`src/rtl/key_mode_ctrl.sv`:
```
// key_mode_ctrl
//   Front-end for the PWM mode selector. Synchronises and debounces two raw
//   active-low push-buttons, produces per-key press/release pulses and keeps
//   a one-hot mode register that drives the PWM generator's mode inputs.
//
// Ports
//   clk          system clock; every output is registered on its rising edge
//   rst_n        asynchronous active-low reset
//   key0_n       raw push-button 0, active-low, asynchronous, bouncing
//   key1_n       raw push-button 1, active-low, asynchronous, bouncing
//   key_level    debounced level per key, active-high pressed
//   key_press    one-clock pulse per accepted press, per key
//   key_release  one-clock pulse per accepted release, per key
//   mode         one-hot mode: 2'b01 = mode A (50 Hz), 2'b10 = mode B (60 Hz)
module key_mode_ctrl #(
    parameter int unsigned DEBOUNCE_CYCLES = 1_000_000
) (
    input  logic       clk,
    input  logic       rst_n,
    input  logic       key0_n,
    input  logic       key1_n,
    output logic [1:0] key_level,
    output logic [1:0] key_press,
    output logic [1:0] key_release,
    output logic [1:0] mode
);

    localparam int unsigned CW = $clog2(DEBOUNCE_CYCLES + 1);
    localparam logic [CW-1:0] CNT_ONE  = CW'(1);
    localparam logic [CW-1:0] CNT_DONE = CW'(DEBOUNCE_CYCLES);

    typedef enum logic [1:0] {
        IDLE,
        PRESS_WAIT,
        HELD,
        RELEASE_WAIT
    } state_e;

    // Two-flop synchronisers; reset to 1 so a key reads as released.
    logic [1:0] meta_q;
    logic [1:0] sync_q;
    logic [1:0] key_sync;

    always_ff @(posedge clk or negedge rst_n) begin
        if (!rst_n) begin
            meta_q <= '1;
            sync_q <= '1;
        end else begin
            meta_q <= {key1_n, key0_n};
            sync_q <= meta_q;
        end
    end

    assign key_sync = ~sync_q;

    state_e          state_q [2];
    state_e          state_d [2];
    logic [CW-1:0]   cnt_q   [2];
    logic [CW-1:0]   cnt_d   [2];
    logic [1:0]      level_q, level_d;
    logic [1:0]      press_q, press_d;
    logic [1:0]      release_q, release_d;
    logic [1:0]      mode_q, mode_d;

    // Per-key debounce FSM. The counter is cleared on every state entry, so
    // any disagreeing sample restarts qualification from scratch. The
    // transition is taken on the edge where the counter would reach
    // DEBOUNCE_CYCLES, i.e. after DEBOUNCE_CYCLES consecutive agreeing samples.
    always_comb begin
        for (int unsigned k = 0; k < 2; k++) begin
            state_d[k]   = state_q[k];
            cnt_d[k]     = cnt_q[k];
            level_d[k]   = level_q[k];
            press_d[k]   = 1'b0;
            release_d[k] = 1'b0;
            case (state_q[k])
                IDLE: begin
                    if (key_sync[k]) begin
                        state_d[k] = PRESS_WAIT;
                        cnt_d[k]   = CNT_ONE;
                    end
                end
                PRESS_WAIT: begin
                    if (!key_sync[k]) begin
                        state_d[k] = IDLE;
                        cnt_d[k]   = '0;
                    end else if (cnt_q[k] + CNT_ONE == CNT_DONE) begin
                        state_d[k] = HELD;
                        cnt_d[k]   = '0;
                        level_d[k] = 1'b1;
                        press_d[k] = 1'b1;
                    end else begin
                        cnt_d[k] = cnt_q[k] + CNT_ONE;
                    end
                end
                HELD: begin
                    if (!key_sync[k]) begin
                        state_d[k] = RELEASE_WAIT;
                        cnt_d[k]   = CNT_ONE;
                    end
                end
                RELEASE_WAIT: begin
                    if (key_sync[k]) begin
                        state_d[k] = HELD;
                        cnt_d[k]   = '0;
                    end else if (cnt_q[k] + CNT_ONE == CNT_DONE) begin
                        state_d[k]   = IDLE;
                        cnt_d[k]     = '0;
                        level_d[k]   = 1'b0;
                        release_d[k] = 1'b1;
                    end else begin
                        cnt_d[k] = cnt_q[k] + CNT_ONE;
                    end
                end
                default: begin
                    state_d[k] = IDLE;
                    cnt_d[k]   = '0;
                    level_d[k] = 1'b0;
                end
            endcase
        end
    end

    // Mode follows a single-key press one clock after its pulse; a
    // simultaneous press (2'b11) is ambiguous and leaves the mode alone.
    always_comb begin
        mode_d = mode_q;
        case (press_q)
            2'b01:   mode_d = 2'b01;
            2'b10:   mode_d = 2'b10;
            default: mode_d = mode_q;
        endcase
    end

    always_ff @(posedge clk or negedge rst_n) begin
        if (!rst_n) begin
            for (int unsigned k = 0; k < 2; k++) begin
                state_q[k] <= IDLE;
                cnt_q[k]   <= '0;
            end
            level_q   <= '0;
            press_q   <= '0;
            release_q <= '0;
            mode_q    <= 2'b01;
        end else begin
            for (int unsigned k = 0; k < 2; k++) begin
                state_q[k] <= state_d[k];
                cnt_q[k]   <= cnt_d[k];
            end
            level_q   <= level_d;
            press_q   <= press_d;
            release_q <= release_d;
            mode_q    <= mode_d;
        end
    end

    assign key_level   = level_q;
    assign key_press   = press_q;
    assign key_release = release_q;
    assign mode        = mode_q;

endmodule
```
`config.mk`:
```
export PLATFORM = sky130hd
export DESIGN_NAME = key_mode_ctrl
export DESIGN_NICKNAME = d
export VERILOG_FILES = /design/src/rtl/key_mode_ctrl.sv
export SDC_FILE = /design/constraint.sdc
export NUM_CORES = 1
export LEC_CHECK = 0
export CAP_MARGIN = 30
export CORE_ASPECT_RATIO = 0.7
export CORE_MARGIN = 3
export CORE_UTILIZATION = 30
export CTS_CLUSTER_SIZE = 24
export DETAILED_ROUTE_END_ITERATION = 12
export GPL_TIMING_DRIVEN = 0
export PLACE_DENSITY = 0.43
export SETUP_SLACK_MARGIN = 0.2
export SYNTH_ARGS = -nofsm -noshare
export SYNTH_HDL_FRONTEND = slang
export SYNTH_SLANG_ARGS = --single-unit
export TNS_END_PERCENT = 10
```
`constraint.sdc`:
```
create_clock -name clk -period 3.8 [get_ports clk]
set_input_delay 0.95 -clock clk [delete_from_list [all_inputs] [get_ports clk]]
set_output_delay 0.95 -clock clk [all_outputs]
set_load 0.02 [all_outputs]
```
==> results by group, run 1 <==
Synth
  • Synthesized area: 0.00349 mm^2
  • EDFF count, synth: 0
  • Synthesized net count: 407
  • Synth Register Bits: 56
  • Async SR Flop Fraction: 1.00
  • Share of the synthesized area in the top cell type: 0.366
  • Cell taking the most area after synthesis: dfrtp_1
  • Cells after Synth: 400
  • Register area share after synthesis: 0.403
  • Synth warn: 0
  • Ys flop type: dfrtp_1
  • Syn Area/Cell: 8.72 um^2
  • Top post-synthesis cells by area: dfrtp_1, nand3_1, nand2_1, dfstp_2, o21ai_0
  • Cell variety after synth: 65

Setup path
  • Reg2reg setup slack: 0.48 ns
  • CP Capture Type: flip-flop
  • Worst-path cell chain: ha_1, and3_1, clkbuf_1, nand3_1, o311ai_1, o311ai_1, nor4b_1, or3b_1
  • Worst Path Arrival: 3.55 ns
  • Worst setup path startpoint: cnt_q[20]
  • CP required: 4.03 ns
  • Crit. path cell count: 8
  • Critical-path top delay cell: nor4b_1
  • Crit Path Class: flip-flop to flip-flop
  • Slowest stage delay, CP: 0.90 ns
  • Worst setup path end: key_level[0]
  • RR Endpoint: key_level[0]
  • CP Buf/Inv Count: 1
  • Top Family by Delay on Critical Path: simple AND/OR/NAND/NOR gates
  • Critical path peak fanout: 6
  • Worst reg2reg path startpoint: cnt_q[20]
  • Worst path most repeated cell: o311ai_1
  • FF-to-FF path depth: 8
  • Startpoint Class: flip-flop

Layout
  • Net count reported at finish: 425
  • Ant. Diodes: 0
  • Final core occ: 0.351
  • Share of layout cells above drive strength 1: 0.117
  • P&R area growth vs syn: 12.5%
  • Non-filler instance count after layout: 571

Power
  • Peak VDD IR: 0.182 mV
  • Pwr dens: 291 mW/mm^2
  • Total power: 1.14 mW
  • P_leak: 1.52 nW

Floorplanning
  • Die width: 135 um
  • Core Rows: 32
  • Core area: 0.0112 mm^2
  • Num ports: 12
  • Initial Util: 0.312
  • Die ar.: 0.0130 mm^2
  • Die Ht: 96.2 um

Clock tree
  • Cts hold-fix bufs: 0
  • Root Driver: clkbuf_16
  • TritonCTS clock tree: done
  • Total CTS buffers: 5
  • Clock slew at reported path FFs: 0.07 ns
  • CTS H-Tree Depth: 2
  • Clk sinks: 56
  • # resized after CTS: 0
  • Clock latency on the worst-skew pair: 0.29 ns
  • Worst-case clock buffer depth: 2
  • Total setup buffers inserted after CTS: 0

Drt
  • Drt first pass iters: 5
  • Final ANT Viol Nets: 0
  • Final WL: 9.42 mm
  • Via density: 5.45
  • DRC: 0
  • Initial DRC Count: 281
  • Vias: 3112
  • DR WL/cell: 16.5 um

Worst hold path
  • Hold Path Class: flip-flop to flip-flop

Global routing
  • Initial antenna violation count: 1
  • Global-route wire length before repair: 15.6 mm
  • Remaining Overflow, GRT: 0
  • Largest net degree at the start of global routing: 57
  • GRT Resource Usage Total: 0.155
  • Vias in the first global route: 2766

Timing
  • Worst Clk Skew: 0.00533 ns
  • Setup violators final: 0
  • RSZ-0062 raised after global routing: false
  • Hold Fails Final Rpt: 0
  • Fin. max-slew vios: 0
  • Final WS setup: 0.484 ns
  • Fmax: 302 MHz
  • Slew margin rel.: 0.316
  • Setup total negative slack: 0 ns
  • Worst slew pin tran: 1.01 ns
  • Crit share post-route: 0.873
  • Final min period: 3.32 ns

Placed design
  • Placed cells: 564
  • Dpl hpwl: 6.89 mm
  • Buffers on Ports: 11
  • GPL Wtd Cong: 0.875
  • Worst slack, placed: 0.540 ns

Job
  • Max Cap Viol: 0

Outcome
  • Status: finished, final reports clean
-- final cells by class --
| cell class | count | area, um^2 |
|---|---|---|
| repair buffers | 11 | 108 |
| well taps | 153 | 191 |
| plain buffers | 23 | 131 |
| clock inverters | 2 | 12.5 |
| clock buffers | 5 | 125 |
| fillers | 1135 | 7240 |
| multi-input cells | 310 | 1910 |
| flip-flops and latches | 56 | 1410 |
| inverters | 11 | 41.3 |
-- worst min path at each step --
stage                           end  cells after the start  startpoint  slack, ns
after global placement    sync_q[1]                      0   meta_q[1]       0.35
after detailed placement  sync_q[1]                      0   meta_q[1]       0.35
after CTS                 sync_q[1]                      0   meta_q[1]       0.36
final                     sync_q[1]                      0   meta_q[1]       0.36
after floorplan           sync_q[0]                      0   meta_q[0]       0.35
after global routing      sync_q[0]                      0   meta_q[0]       0.37
-- stage by stage --
| step | area, um^2 | hold WS (ns) |
|---|---|---|
| 6_report | 3930 | 0.357 |
| 5_1_grt | 3930 | 0.370 |
| 4_1_cts | 3930 | 0.358 |
| 3_3_place_gp | 3790 | 0.347 |
| 2_1_floorplan | 3490 | 0.345 |
| 3_5_place_dp | 3790 | 0.348 |
-- flip-flops by register name, indices dropped and copies added, names as in the netlist, named ones only --
register     cells
key_level        2
sync_q           2
cnt_q           40
state_q          2
key_release      2
mode             2
meta_q           2
key_press        2
-- placed cells by master, fill, tap and decap left out, types with 3 or more instances in the layout --
| master | instances |
|---|---|
| o31ai_1 | 4 |
| or4_1 | 5 |
| buf_6 | 3 |
| xor2_1 | 5 |
| nor2_1 | 17 |
| clkbuf_16 | 5 |
| clkdlybuf4s50_1 | 10 |
| a21boi_0 | 3 |
| dfstp_2 | 5 |
| nor4_1 | 6 |
| and3_1 | 9 |
| a21o_1 | 3 |
| inv_1 | 11 |
| nand2_1 | 54 |
| ha_1 | 3 |
| o21ai_0 | 19 |
| clkbuf_1 | 11 |
| a21oi_1 | 6 |
| nor3_1 | 14 |
| a31oi_1 | 8 |
| mux2i_1 | 4 |
| a211o_1 | 8 |
| nand3_1 | 48 |
| buf_2 | 6 |
| nand4_1 | 12 |
| or3_1 | 10 |
| or2_2 | 4 |
| o211ai_1 | 3 |
| nor4b_1 | 4 |
| or4_4 | 3 |
| dfrtp_1 | 51 |
| o22ai_1 | 3 |
| xnor2_1 | 4 |
| or3_2 | 5 |
| and2_1 | 5 |
-- cell families (layout without fill, tap and decap cells) --
kind of cell	Yosys count	count (layout)	share of synthesized area
AO/OA/AOI/OAI	77	77	0.157
buffers and inverters	34	52	0.0495
XOR/XNOR	9	9	0.0226
flip-flops	56	56	0.403
adder cells (fa/ha/maj)	3	3	0.0108
AND/OR/NAND/NOR	215	215	0.338
multiplexers	6	6	0.0179
-- synthesized netlist by cell type, types with 3 or more instances --
library cell and n:
nand2_1 54, dfrtp_1 51, nand3_1 48, o21ai_0 19, nor2_1 17, nor3_1 14
nand4_1 12, clkbuf_1 11, inv_1 11, or3_1 10, and3_1 9, a211o_1 8
a31oi_1 8, a21oi_1 6, buf_2 6, nor4_1 6, and2_1 5, dfstp_2 5
or3_2 5, or4_1 5, xor2_1 5, mux2i_1 4, nor4b_1 4, o31ai_1 4
or2_2 4, xnor2_1 4, a21boi_0 3, a21o_1 3, buf_6 3, ha_1 3
o211ai_1 3, o22ai_1 3, or4_4 3
-- power by group --
part           switching [mW]  internal (mW)
clock network           0.215          0.240
logic                  0.0472         0.0191
registers              0.0133          0.608
-- worst register-to-register path: cells and delay by family (launching register included) --
family	cells	cell delay (ns)
simple gates	4	1.51
fa+ha+maj	1	0.26
flops	1	0.40
buf+inv	1	0.25
compound gates	2	0.83
-- layer usage --
layer  global-route usage  vias to the layer above  routed length (um)  part of all wire
met2                0.176                       83                3190              0.34
met3               0.0298                        5                 598             0.063
met1                0.274                     1487                5570              0.59
met5                    0                        -                   0                 0
met4               0.0331                        0                  63            0.0067
li1                     -                     1537                   -                 -
Note: power is estimated with default switching activity, not from simulation.
==> run 2, diff against run 1 <==
--- a/config.mk
+++ b/config.mk
@@ -5,6 +5,7 @@
 export SDC_FILE = /design/constraint.sdc
 export NUM_CORES = 1
 export LEC_CHECK = 0
+export ABC_AREA = 1
 export CAP_MARGIN = 30
 export CORE_ASPECT_RATIO = 0.7
 export CORE_MARGIN = 3
==> run 2 against run 1 <==
  * Largest power group unchanged
  * Die area decreased by 0.92%
  * Routed wire length fell by 2.8%
  * Critical path depth fell by 2
  * Area after synthesis shrank 0.97%
  * Register-to-register slack gained 0.79 ns
  * Cell count up 14%
  * Count of clock-buffer cells in the layout up 1
==> results by group, run 2 <==
Outcome
  • Status: finished, final reports clean

Timing
  • Worst slew pin tran: 0.980 ns (-0.0319 ns)
  • Fmax: 396 MHz (+31%)
  • Setup violators final: 0 (unchanged)
  • Slew margin rel.: 0.345 (+0.0284)
  • Hold Fails Final Rpt: 0 (unchanged)
  • Setup total negative slack: 0 ns (unchanged)
  • Crit share post-route: 0.664 (-0.209)
  • Final min period: 2.52 ns (-0.793 ns)
  • Fin. max-slew vios: 0 (unchanged)
  • Worst Clk Skew: 0.00925 ns (+0.00392 ns)
  • RSZ-0062 raised after global routing: false

Clock tree
  • Total setup buffers inserted after CTS: 0 (unchanged)
  • Worst-case clock buffer depth: 2 (unchanged)
  • Root Driver: clkbuf_16
  • Clock slew at reported path FFs: 0.07 ns (about the same)
  • TritonCTS clock tree: done
  • Total CTS buffers: 5 (unchanged)
  • # resized after CTS: 0 (unchanged)
  • CTS H-Tree Depth: 2 (unchanged)
  • Clk sinks: 56 (unchanged)
  • Clock latency on the worst-skew pair: 0.30 ns (about the same)
  • Cts hold-fix bufs: 0 (unchanged)

Setup path
  • Worst setup path end: cnt_q[10]
  • Crit Path Class: flip-flop to flip-flop
  • FF-to-FF path depth: 6 (-2)
  • RR Endpoint: cnt_q[10]
  • Reg2reg setup slack: 1.28 ns (+0.79 ns)
  • Startpoint Class: flip-flop
  • Worst setup path startpoint: sync_q[1]
  • Worst reg2reg path startpoint: sync_q[1]
  • Critical path peak fanout: 10 (+4)
  • Worst Path Arrival: 2.72 ns (-0.83 ns)
  • CP required: 4.00 ns (-0.03 ns)
  • CP Capture Type: flip-flop

Layout
  • Max reg flops: 40 (unchanged)
  • Ant. Diodes: 0 (unchanged)
  • Fillers: 1233 (+8.6%)
  • P&R area growth vs syn: 12.9%
  • Final Cell Area: 0.00390 mm^2 (-0.67%)
  • Final core occ: 0.350 (-0.00110)
  • Largest Register: cnt_q
  • Most frequent cells in the layout: nand2_1, nor2_1, inv_1, dfrtp_1, nand3_1
  • Share of layout cells above drive strength 1: 0.103 (-0.0146)
  • Commonest non-fill, non-tap cell in the layout: nand2_1
  • Net count reported at finish: 503 (+18%)

Global routing
  • GRT Resource Usage Total: 0.151 (-0.00318)
  • Initial antenna violation count: 0 (-1)
  • Global-route wire length before repair: 15.2 mm (-2.6%)
  • Vias in the first global route: 2877 (+4.0%)
  • Largest net degree at the start of global routing: 57 (unchanged)
  • Remaining Overflow, GRT: 0 (unchanged)

Power
  • P_int: 0.871 mW (+0.47%)
  • NetSw: 0.284 mW (+2.9%)
  • Logic pwr share: 0.057 (about the same)
  • P_leak: 1.62 nW (+6.6%)
  • Sw frac: 0.246 (+0.00441)
  • Clock power frac: 0.410 (+0.011)
  • Pwr dens: 296 mW/mm^2 (+1.7%)
  • Reg power frac: 0.534 (-0.009)
  • Peak VDD IR: 0.147 mV (-19%)

Synth
  • Synthesized area: 0.00346 mm^2 (-0.97%)
  • Cell variety after synth: 34 (-48%)
  • Register area share after synthesis: 0.407 (+0.00394)
  • Ys flop type: dfrtp_1
  • Async SR Flop Fraction: 1.00 (unchanged)
  • Synth warn: 0 (unchanged)
  • Top-count cell post-synth: nand2_1
  • Share of the synthesized area in the top cell type: 0.369 (+0.00358)
  • Cell taking the most area after synthesis: dfrtp_1
  • Post-synth top cells: nand2_1, nor2_1, dfrtp_1, inv_1, nand3_1
  • Synth Register Bits: 56 (unchanged)
  • Synthesized net count: 485 (+19%)
  • EDFF count, synth: 0 (unchanged)
  • Cells after Synth: 478 (+20%)
  • Top post-synthesis cells by area: dfrtp_1, nand2_1, nor2_1, nand3_1, inv_1
  • Syn Area/Cell: 7.23 um^2 (-17%)

Drt
  • Final ANT Viol Nets: 0 (unchanged)
  • Final WL: 9.16 mm (-2.8%)
  • Initial DRC Count: 199 (-29%)
  • DR WL/cell: 14.1 um (-15%)
  • Drt first pass iters: 5 (unchanged)
  • Via density: 4.67 (-14%)
  • DRC: 0 (unchanged)
  • Vias: 3037 (-2.4%)

Placed design
  • Buffers on Ports: 11 (unchanged)
  • Dpl hpwl: 6.87 mm (-0.22%)
  • Placed Area: 0.00375 mm^2 (-0.89%)
  • GPL Wtd Cong: 0.838 (-4.2%)

Worst hold path
  • Hold Path Class: flip-flop to flip-flop

Job
  • Max Cap Viol: 0 (unchanged)

Floorplanning
  • Die width: 134 um (-0.46%)
  • Core Rows: 32 (unchanged)
  • Core area: 0.0111 mm^2 (-0.36%)
  • Die Ht: 95.8 um (-0.46%)
  • Initial Util: 0.310 (-0.00191)
  • Die ar.: 0.0129 mm^2 (-0.92%)
  • Num ports: 12 (unchanged)
run 2: power groups by stage:
stage	Sequential [mW]	Clock (mW)	Combinational [mW]
after floorplan	0.626	0	0.0375
after global placement	0.628	0	0.0678
after detailed placement	0.628	0	0.0678
after CTS	0.617	0.495	0.0677
after global routing	0.618	0.522	0.0748
final	0.616	0.473	0.0655
run 2: kinds of logic after synthesis:
family | after synthesis | share of synthesized area
buffers and inverters | 58 | 0.0688
AOI/OAI and AO/OA | 40 | 0.0717
and+or+nand+nor | 303 | 0.393
xor gates and xnor gates | 17 | 0.0453
adders and majority gates | 3 | 0.0109
DFF | 56 | 0.407
muxes | 1 | 0.00326
run 2: critical path, stage by stage (launching register included):
cell,delay [ns]
dfstp_2,0.56
nor2_1,0.05
inv_1,0.06
nand2_1,0.07
nor2_1,0.75
clkinv_1,0.60
o22ai_1,0.32
run 2: worst min path at each step:
| stage | start | to | slack, ns | cells after the start |
|---|---|---|---|---|
| floorplan | meta_q[0] | sync_q[0] | 0.35 | 0 |
| global placement | meta_q[1] | sync_q[1] | 0.35 | 0 |
| detailed placement | meta_q[1] | sync_q[1] | 0.35 | 0 |
| CTS | meta_q[1] | sync_q[1] | 0.36 | 0 |
| global route | meta_q[1] | sync_q[1] | 0.36 | 0 |
| finish | meta_q[1] | sync_q[1] | 0.36 | 0 |
run 2: routing by layer:
metal | GRT usage | wire length, um
met1 | 0.253 | 5420
met2 | 0.198 | 3240
met3 | 0.0251 | 444
met4 | 0.0280 | 58
met5 | 0 | 0
run 2: final cells by class:
type,count,area (um^2),area share
multi-input cells,364,1810,0.464
repair buffers,11,108,0.0276
flip-flops and latches,56,1410,0.361
clock buffers,6,129,0.0330
clock inverters,2,16.3,0.00417
well taps,153,191,0.0491
inverters,53,199,0.0510
plain buffers,5,38.8,0.00995
run 2: metrics by stage:
stage          hold slack [ns]  total power, mW  instances  setup slack, ns
2_1_floorplan            0.345            0.663        478             1.82
3_3_place_gp             0.347            0.696        642           -0.267
3_5_place_dp             0.350            0.696        642             1.36
4_1_cts                  0.361             1.18        650             1.34
5_1_grt                  0.365             1.21        650             1.04
6_report                 0.360             1.16        650             1.28
==> patch, RTL diff (config.mk and constraints of run 1) <==
Register the output `key_level` once more, with the module's reset; this adds one clock of latency there. The other outputs are not delayed to match.
--- a/src/rtl/key_mode_ctrl.sv
+++ b/src/rtl/key_mode_ctrl.sv
@@ -155,5 +155,11 @@
     end
 
-    assign key_level   = level_q;
+    always_ff @(posedge clk or negedge rst_n) begin
+        if (!rst_n) begin
+            key_level <= '0;
+        end else begin
+            key_level <= level_q;
+        end
+    end
     assign key_press   = press_q;
     assign key_release = release_q;
Check against the original RTL: same outputs for any inputs over 10 cycles, from zero or initial values and one cycle with rst_n low; that may be too few to reach the edited logic, so the function may still have changed.
==> patch against run 1 <==
Clock power increased by 96%. Design area is 4.4% higher. Worst setup slack improved by 0.59 ns. Synthesized cell count shrank 3.3%. Synthesized area down 0.54%. Sequential cell count up 2. First-iteration DRC count shrank 12%. Maximum frequency increased by 21%. Non-clock buffer count grew 1. Power grew 41%. Wire length shrank 5.4%. Count of clock-buffer cells in the layout is 4 higher.
==> patch: results (changes against run 1) <==
[yosys]
synth_common_cells = 53 x sky130_fd_sc_hd__dfrtp_1, 43 x sky130_fd_sc_hd__nand2_1, 27 x sky130_fd_sc_hd__nand3_1  ; was 54 x sky130_fd_sc_hd__nand2_1, 51 x sky130_fd_sc_hd__dfrtp_1, 48 x sky130_fd_sc_hd__nand3_1
synth-adder-area-share = 0.0108  ; about the same
synth_seq_area_share = 0.420  ; was 0.403
synth_compound_gate_area_share = 0.172  ; was 0.157
synth_mux_area_frac = 0.0234  ; was 0.0179
synthesis.area_per_instance_um2 = 8.97  ; was 8.72 um2

[sta]
clock_skew_ns = 0.00645  ; was 0.00533 ns
max_slew.worst_pin.slew_ns = 0.787  ; was 1.01 ns
hold_slack_ns = 0.357  ; about the same

[place]
dp_cells = 551  ; was 564
placement.cell_area_um2 = 3770  ; was 3790 um2
gpl.final_weighted_congestion = 0.819  ; was 0.875
post-dp-hpwl_mm = 6.11  ; was 6.89 mm

[route]
post_drt_via_cell_ratio = 5.25  ; was 5.45
via_count = 2978  ; was 3,112

[outcome]
run_status = complete, no violations  ; unchanged

[clocking]
clkSlewWorstSetupHoldPaths_ns = 0.05  ; was 0.07 ns
clk-insertion-delay-late_ns = 0.33  ; was 0.29 ns
clock_tree.htree_level_count = 3  ; was 2

[setup_path]
rr_worst_depth = 9  ; was 8
critPathArrivalTime_ns = 2.94  ; was 3.55 ns
worstSetupStartpoint = cnt_q[0]$_DFFE_PN0P_  ; was cnt_q[20]$_DFFE_PN0P_
critPathMaxFanout = 7  ; was 6
crit_path_max_incr_delay_ns = 0.50  ; was 0.90 ns
r2r_slack_ns = 1.07  ; was 0.48 ns

[cells_and_area]
finalNetCount = 416  ; was 425
final_layout_size_suffix_gt1_frac = 0.126  ; was 0.117

[grt]
pin_count_of_the_biggest_net_entering_global_routing = 59  ; was 57
grtUsageMet3 = 0.0413  ; was 0.0298
grt_antenna_before_repair = 0  ; was 1
global_route.usage.total = 0.145  ; was 0.155

[power_and_ir_drop]
peak_supply_drop_mv = 0.288  ; was 0.182 mV

-- patch: cell types whose count changed in the layout (fill, tap and decap cells not counted), moves of 6 or more --
cell	run 1	this run
sky130_fd_sc_hd__and4_1	1	7
sky130_fd_sc_hd__buf_2	6	12
sky130_fd_sc_hd__nor2_1	17	23
sky130_fd_sc_hd__nand2_1	54	43
sky130_fd_sc_hd__a22o_1	0	8
sky130_fd_sc_hd__a21oi_1	6	17
sky130_fd_sc_hd__nand4_1	12	21
sky130_fd_sc_hd__or3_1	10	4
sky130_fd_sc_hd__nand3_1	48	27
-- patch: layout make-up --
| cell class | count | area [um2] | share of cell area |
|---|---|---|---|
| clock inverters | 7 | 103 | 0.0250 |
| plain buffers | 24 | 139 | 0.0339 |
| inverters | 6 | 22.5 | 0.00550 |
| clock buffers | 9 | 225 | 0.0550 |
| repair buffers | 11 | 108 | 0.0263 |
| multi-input cells | 299 | 1850 | 0.452 |
| flip-flops and latches | 58 | 1460 | 0.356 |
| well taps | 153 | 191 | 0.0467 |
-- patch: power by group through the flow --
stage | clock network, mW | logic (mW) | registers (mW)
floorplan | 0 | 0.0462 | 0.652
global placement | 0 | 0.0779 | 0.657
detailed placement | 0 | 0.0779 | 0.657
CTS | 0.914 | 0.0782 | 0.646
global route | 0.952 | 0.0864 | 0.647
finish | 0.891 | 0.0767 | 0.646
-- patch: per-layer routing --
| metal | vias to the layer above | wire [um] | part of all wire |
|---|---|---|---|
| met1 | 1413 | 4840 | 0.54 |
| li1 | 1484 | - | - |
| met2 | 74 | 3340 | 0.37 |
| met4 | 0 | 94 | 0.011 |
| met5 | - | 0 | 0 |
| met3 | 7 | 637 | 0.071 |
